`config.mk`:
```
export PLATFORM = sky130hd
export DESIGN_NAME = operand_select_stage
export DESIGN_NICKNAME = d
export VERILOG_FILES = /design/src/rtl/operand_select_stage_pkg.sv /design/src/rtl/operand_select_stage_skid_buffer.sv /design/src/rtl/operand_select_stage.sv
export SDC_FILE = /design/constraint.sdc
export NUM_CORES = 1
export LEC_CHECK = 0
export ABC_AREA = 1
export CORE_MARGIN = 4
export CORE_UTILIZATION = 47
export CTS_BUF_LIST = sky130_fd_sc_hd__clkbuf_4 sky130_fd_sc_hd__clkbuf_8
export DETAILED_ROUTE_END_ITERATION = 8
export HOLD_SLACK_MARGIN = 0.12
export PLACE_DENSITY = 0.89
export REMOVE_ABC_BUFFERS = 1
export SLEW_MARGIN = 20
export SYNTH_ARGS = -nofsm -noshare
export SYNTH_HDL_FRONTEND = slang
export SYNTH_SLANG_ARGS = --single-unit
```
`constraint.sdc`:
```
create_clock -name clk_i -period 2.4 [get_ports clk_i]
set_clock_uncertainty 0.1 [all_clocks]
set_input_delay 0.48 -clock clk_i [delete_from_list [all_inputs] [get_ports clk_i]]
set_output_delay 0.48 -clock clk_i [all_outputs]
set_load 0.02 [all_outputs]
```
`src/rtl/operand_select_stage_pkg.sv`:
```
// Shared defaults and forwarding-source encodings for the ALU operand select stage.
package operand_select_stage_pkg;

  localparam int unsigned OpWidthDefault = 32;
  localparam int unsigned NumInDefault   = 4;

  // Forwarding select sources as driven onto select_i by the ID/EX control.
  localparam int unsigned SRC_REG   = 0;
  localparam int unsigned SRC_EXMEM = 1;
  localparam int unsigned SRC_MEMWB = 2;
  localparam int unsigned SRC_IMM   = 3;

endpackage

```
`src/rtl/operand_select_stage_skid_buffer.sv`:
```
// Two-entry valid/ready register: an output register backed by one skid entry so
// ready_o can be registered without losing a beat when the consumer stalls.
module operand_select_stage_skid_buffer #(
  parameter int unsigned WIDTH = 32
) (
  input  logic             clk_i,
  input  logic             rst_i,
  input  logic             flush_i,
  input  logic             valid_i,
  output logic             ready_o,
  input  logic [WIDTH-1:0] data_i,
  output logic             valid_o,
  input  logic             ready_i,
  output logic [WIDTH-1:0] data_o
);

  logic             out_valid_q, out_valid_d;
  logic [WIDTH-1:0] out_data_q, out_data_d;
  logic             skid_valid_q, skid_valid_d;
  logic [WIDTH-1:0] skid_data_q, skid_data_d;
  logic             accept, xfer;

  assign ready_o = !skid_valid_q;
  assign valid_o = out_valid_q;
  assign data_o  = out_data_q;
  assign accept  = valid_i & ready_o;
  assign xfer    = out_valid_q & ready_i;

  always_comb begin
    out_valid_d  = out_valid_q;
    out_data_d   = out_data_q;
    skid_valid_d = skid_valid_q;
    skid_data_d  = skid_data_q;
    if (flush_i) begin
      // Data registers keep their contents; only occupancy is dropped.
      out_valid_d  = 1'b0;
      skid_valid_d = 1'b0;
    end else if (xfer) begin
      if (skid_valid_q) begin
        out_data_d   = skid_data_q;
        out_valid_d  = 1'b1;
        skid_valid_d = 1'b0;
      end else if (accept) begin
        out_data_d  = data_i;
        out_valid_d = 1'b1;
      end else begin
        out_valid_d = 1'b0;
      end
    end else if (!out_valid_q) begin
      if (accept) begin
        out_data_d  = data_i;
        out_valid_d = 1'b1;
      end
    end else if (accept) begin
      skid_data_d  = data_i;
      skid_valid_d = 1'b1;
    end
  end

  always_ff @(posedge clk_i) begin
    if (rst_i) begin
      out_valid_q  <= 1'b0;
      out_data_q   <= '0;
      skid_valid_q <= 1'b0;
      skid_data_q  <= '0;
    end else begin
      out_valid_q  <= out_valid_d;
      out_data_q   <= out_data_d;
      skid_valid_q <= skid_valid_d;
      skid_data_q  <= skid_data_d;
    end
  end

endmodule

```
`src/rtl/operand_select_stage.sv`:
```
// N-input ALU operand selector with override path, last-good fallback for bad selects,
// and a registered valid/ready output through a two-entry skid buffer.
module operand_select_stage
  import operand_select_stage_pkg::*;
#(
  parameter int unsigned WIDTH  = OpWidthDefault,
  parameter int unsigned NUM_IN = NumInDefault,
  parameter int unsigned SEL_W  = $clog2(NUM_IN)
) (
  input  logic                    clk_i,
  input  logic                    rst_i,
  input  logic                    valid_i,
  output logic                    ready_o,
  input  logic [NUM_IN*WIDTH-1:0] data_i,
  input  logic [SEL_W-1:0]        select_i,
  input  logic                    override_i,
  input  logic [WIDTH-1:0]        override_data_i,
  input  logic                    flush_i,
  output logic                    valid_o,
  input  logic                    ready_i,
  output logic [WIDTH-1:0]        data_o,
  output logic                    sel_err_o
);

  localparam logic [SEL_W:0] NumInW = (SEL_W + 1)'(NUM_IN);

  logic [WIDTH-1:0] sel, picked;
  logic [WIDTH-1:0] last_good_q, last_good_d;
  logic             sel_err, sel_err_q, sel_err_d;
  logic             accept;

  assign accept = valid_i & ready_o;

  always_comb begin
    picked = '0;
    for (int unsigned k = 0; k < NUM_IN; k++) begin
      if (select_i == SEL_W'(k)) picked = data_i[k*WIDTH +: WIDTH];
    end
  end

  always_comb begin
    sel_err = 1'b0;
    if (override_i) begin
      sel = override_data_i;
    end else if ({1'b0, select_i} < NumInW) begin
      sel = picked;
    end else begin
      // Out-of-range select replays the last good operand rather than holding.
      sel     = last_good_q;
      sel_err = 1'b1;
    end
  end

  always_comb begin
    last_good_d = last_good_q;
    if (accept && !sel_err && !flush_i) last_good_d = sel;
    sel_err_d = accept & sel_err & ~flush_i;
  end

  always_ff @(posedge clk_i) begin
    if (rst_i) begin
      last_good_q <= '0;
      sel_err_q   <= 1'b0;
    end else begin
      last_good_q <= last_good_d;
      sel_err_q   <= sel_err_d;
    end
  end

  assign sel_err_o = sel_err_q;

  operand_select_stage_skid_buffer #(
    .WIDTH(WIDTH)
  ) u_skid_buffer (
    .clk_i  (clk_i),
    .rst_i  (rst_i),
    .flush_i(flush_i),
    .valid_i(valid_i),
    .ready_o(ready_o),
    .data_i (sel),
    .valid_o(valid_o),
    .ready_i(ready_i),
    .data_o (data_o)
  );

endmodule

```
==> metrics.cfg <==
[run]
max_cap_violations = 0

[worst_setup_path]
crit_path_max_incr_delay_ns = 0.63
crit_start = u_skid_buffer.valid_o
r2r_start = u_skid_buffer.valid_o
crit_family = buffers and inverters
crit_buf_inv = 1
cp_slowest_cell = clkdlybuf4s50_1
path_class = flip-flop to primary output
cp-end-kind = primary output
crit_fanout = 4
worstPathRequired_ns = 1.82
crit_path_cell_trace = clkdlybuf4s50_1
startpoint_type = flip-flop
critical_path_arrival_ns = 1.35

[logic_synthesis]
synth_cell_types = 22
synth_area_mm2 = 0.00450
avgSynthCellArea_um2 = 5.75
ys_warn_count = 0
yosysSeqAreaShare_pct = 29.4
ys_seq_elements = 66
synth_cells = 783

[cells_and_area]
diodes = 0
multi_input_area_mm2 = 0.00258
final_area_mm2 = 0.00665
register_area_mm2 = 0.00132
area_growth_pct = 47.7
drive_gt1_share_pct = 4.50
final_cell_mix = clkdlybuf4s50_1 (197), nand2_1 (194), nor2_1 (129)
nets = 1122
post_layout_nonfiller_instances = 1085
fill_cells = 862
mostFrequentLayoutCell = clkdlybuf4s50_1

[placement]
dp.cells = 1072
place_congestion = 0.781
dp_hpwl_mm = 10.1
portBuffers = 201
place_area_mm2 = 0.00649

[sta]
drv_slew = 0
period_share_pct = 80.4
setup_viol = 0
fin_crit_ns = 1.93
clock.fmax_ghz = 0.518
rsz0062_at_grt = false
tightest_slew_ns = 0.884
hold-worst-slack_ns = 0.381
finalHoldViolCount = 0
setup_tns_ns = 0
slew-limit-headroom_pct = 40.9

[power_and_ir_drop]
p_total_uw = 2790
power_density_mw_per_mm2 = 420
leakage_uw = 0.00297
peakVddDrop_uv = 215

[hold_path]
hold_path_class = flip-flop to flip-flop
min_from = u_skid_buffer.data_o[16]

[die]
rows = 35
die-area_mm2 = 0.0112
die-width_um = 106
start_util_pct = 48.5
ios = 203
core_area_mm2 = 0.00928
die_y_um = 106

[routing]
drtIter0Drc = 363
wl_per_cell_um = 13.3
via_count = 5432
postRouteAntennaNets = 0
drc = 0
wirelength_mm = 14.4
dr.pass1.iters = 5
viasPerCell = 5.01

[clock_tree]
cts_resized = 0
cts_made_buffers = 9
tritoncts = built
htree_levels = 3
clockBufferDepth = 2
cts_hold_buf = 0
clk_pin_slew_worst_paths_ns = 0.07
clock_latency_ns = 0.33
clkSinkCount = 66
cts_root_buffer = clkbuf_8
post_cts_buffers = 0

[grt]
grt_overflow_total = 0
grt_pass1_wl_mm = 23.4
grt_pass1_vias = 5072
antenna_found_initial = 0
grt_max_degree = 67
grt_usage_pct = 25.3

[status]
outcome = complete, no violations

[layout make-up]
cell class | count | share of cell area (%)
Tap cell | 129 | 2.43
Multi-Input combinational cell | 590 | 38.8
Sequential cell | 66 | 19.9
Clock buffer | 12 | 2.20
Clock inverter | 1 | 0.0753
Inverter | 72 | 4.07
Timing Repair Buffer | 215 | 32.5
[flip-flops by register name, summed over array words and instances (netlist names)]
signal                      cells
u_skid_buffer.data_o           32
u_skid_buffer.skid_data_q      32
u_skid_buffer.skid_valid_q      1
u_skid_buffer.valid_o           1
[per-layer routing]
layer	share of wire [%]	up-vias	wire (um)	GRT usage, %
li1	-	2832	-	-
met1	41	2381	5950	30.7
met2	49	202	7010	44.9
met3	8.9	17	1280	5.45
met4	1.3	0	184	6.75
met5	0	-	0	0
[worst paths after layout]
path                               to  slack (ns)  cells past startpoint
max                           valid_o        0.47                      1
min          u_skid_buffer.data_o[16]        0.38                      2
max reg2reg  u_skid_buffer.data_o[17]        0.87                      8
min reg2reg  u_skid_buffer.data_o[16]        0.38                      2
[metrics by stage]
step	setup WS (ns)	util [%]
floorplan	0.519	-
global placement	0.327	69.9
detailed placement	0.265	69.9
CTS	0.452	71.6
global route	0.391	71.6
finish	0.471	71.6
[where the power goes]
part / total, uW / internal [uW] / switching [uW]
Sequential: 1170 / 1140 / 29.6
Clock: 771 / 391 / 379
Combinational: 853 / 448 / 405
[Yosys cell counts (all sizes together)]
cell	count	area [um2]
dfxtp	66	1320
nand2	197	752
nor4	1	6.26
nand3	96	480
inv	72	270
nand3b	1	20.0
conb	1	3.75
clkbuf	18	70.1
buf	37	258
a21oi	65	325
nor2	132	508
o21ai	97	485
[cell families after synthesis]
group	after synthesis	share of synthesized area, %
and+or+nand+nor	427	39.3
AOI/OAI and AO/OA	162	18.0
buffers and inverters	127	13.3
DFF	66	29.4
other	1	0.0833
[worst min-delay path: stages, from the launching register on]
cell	delay [ns]
dfxtp_1	0.32
nand2_1	0.06
a21oi_1	0.05
(Power assumes the default switching activity.)
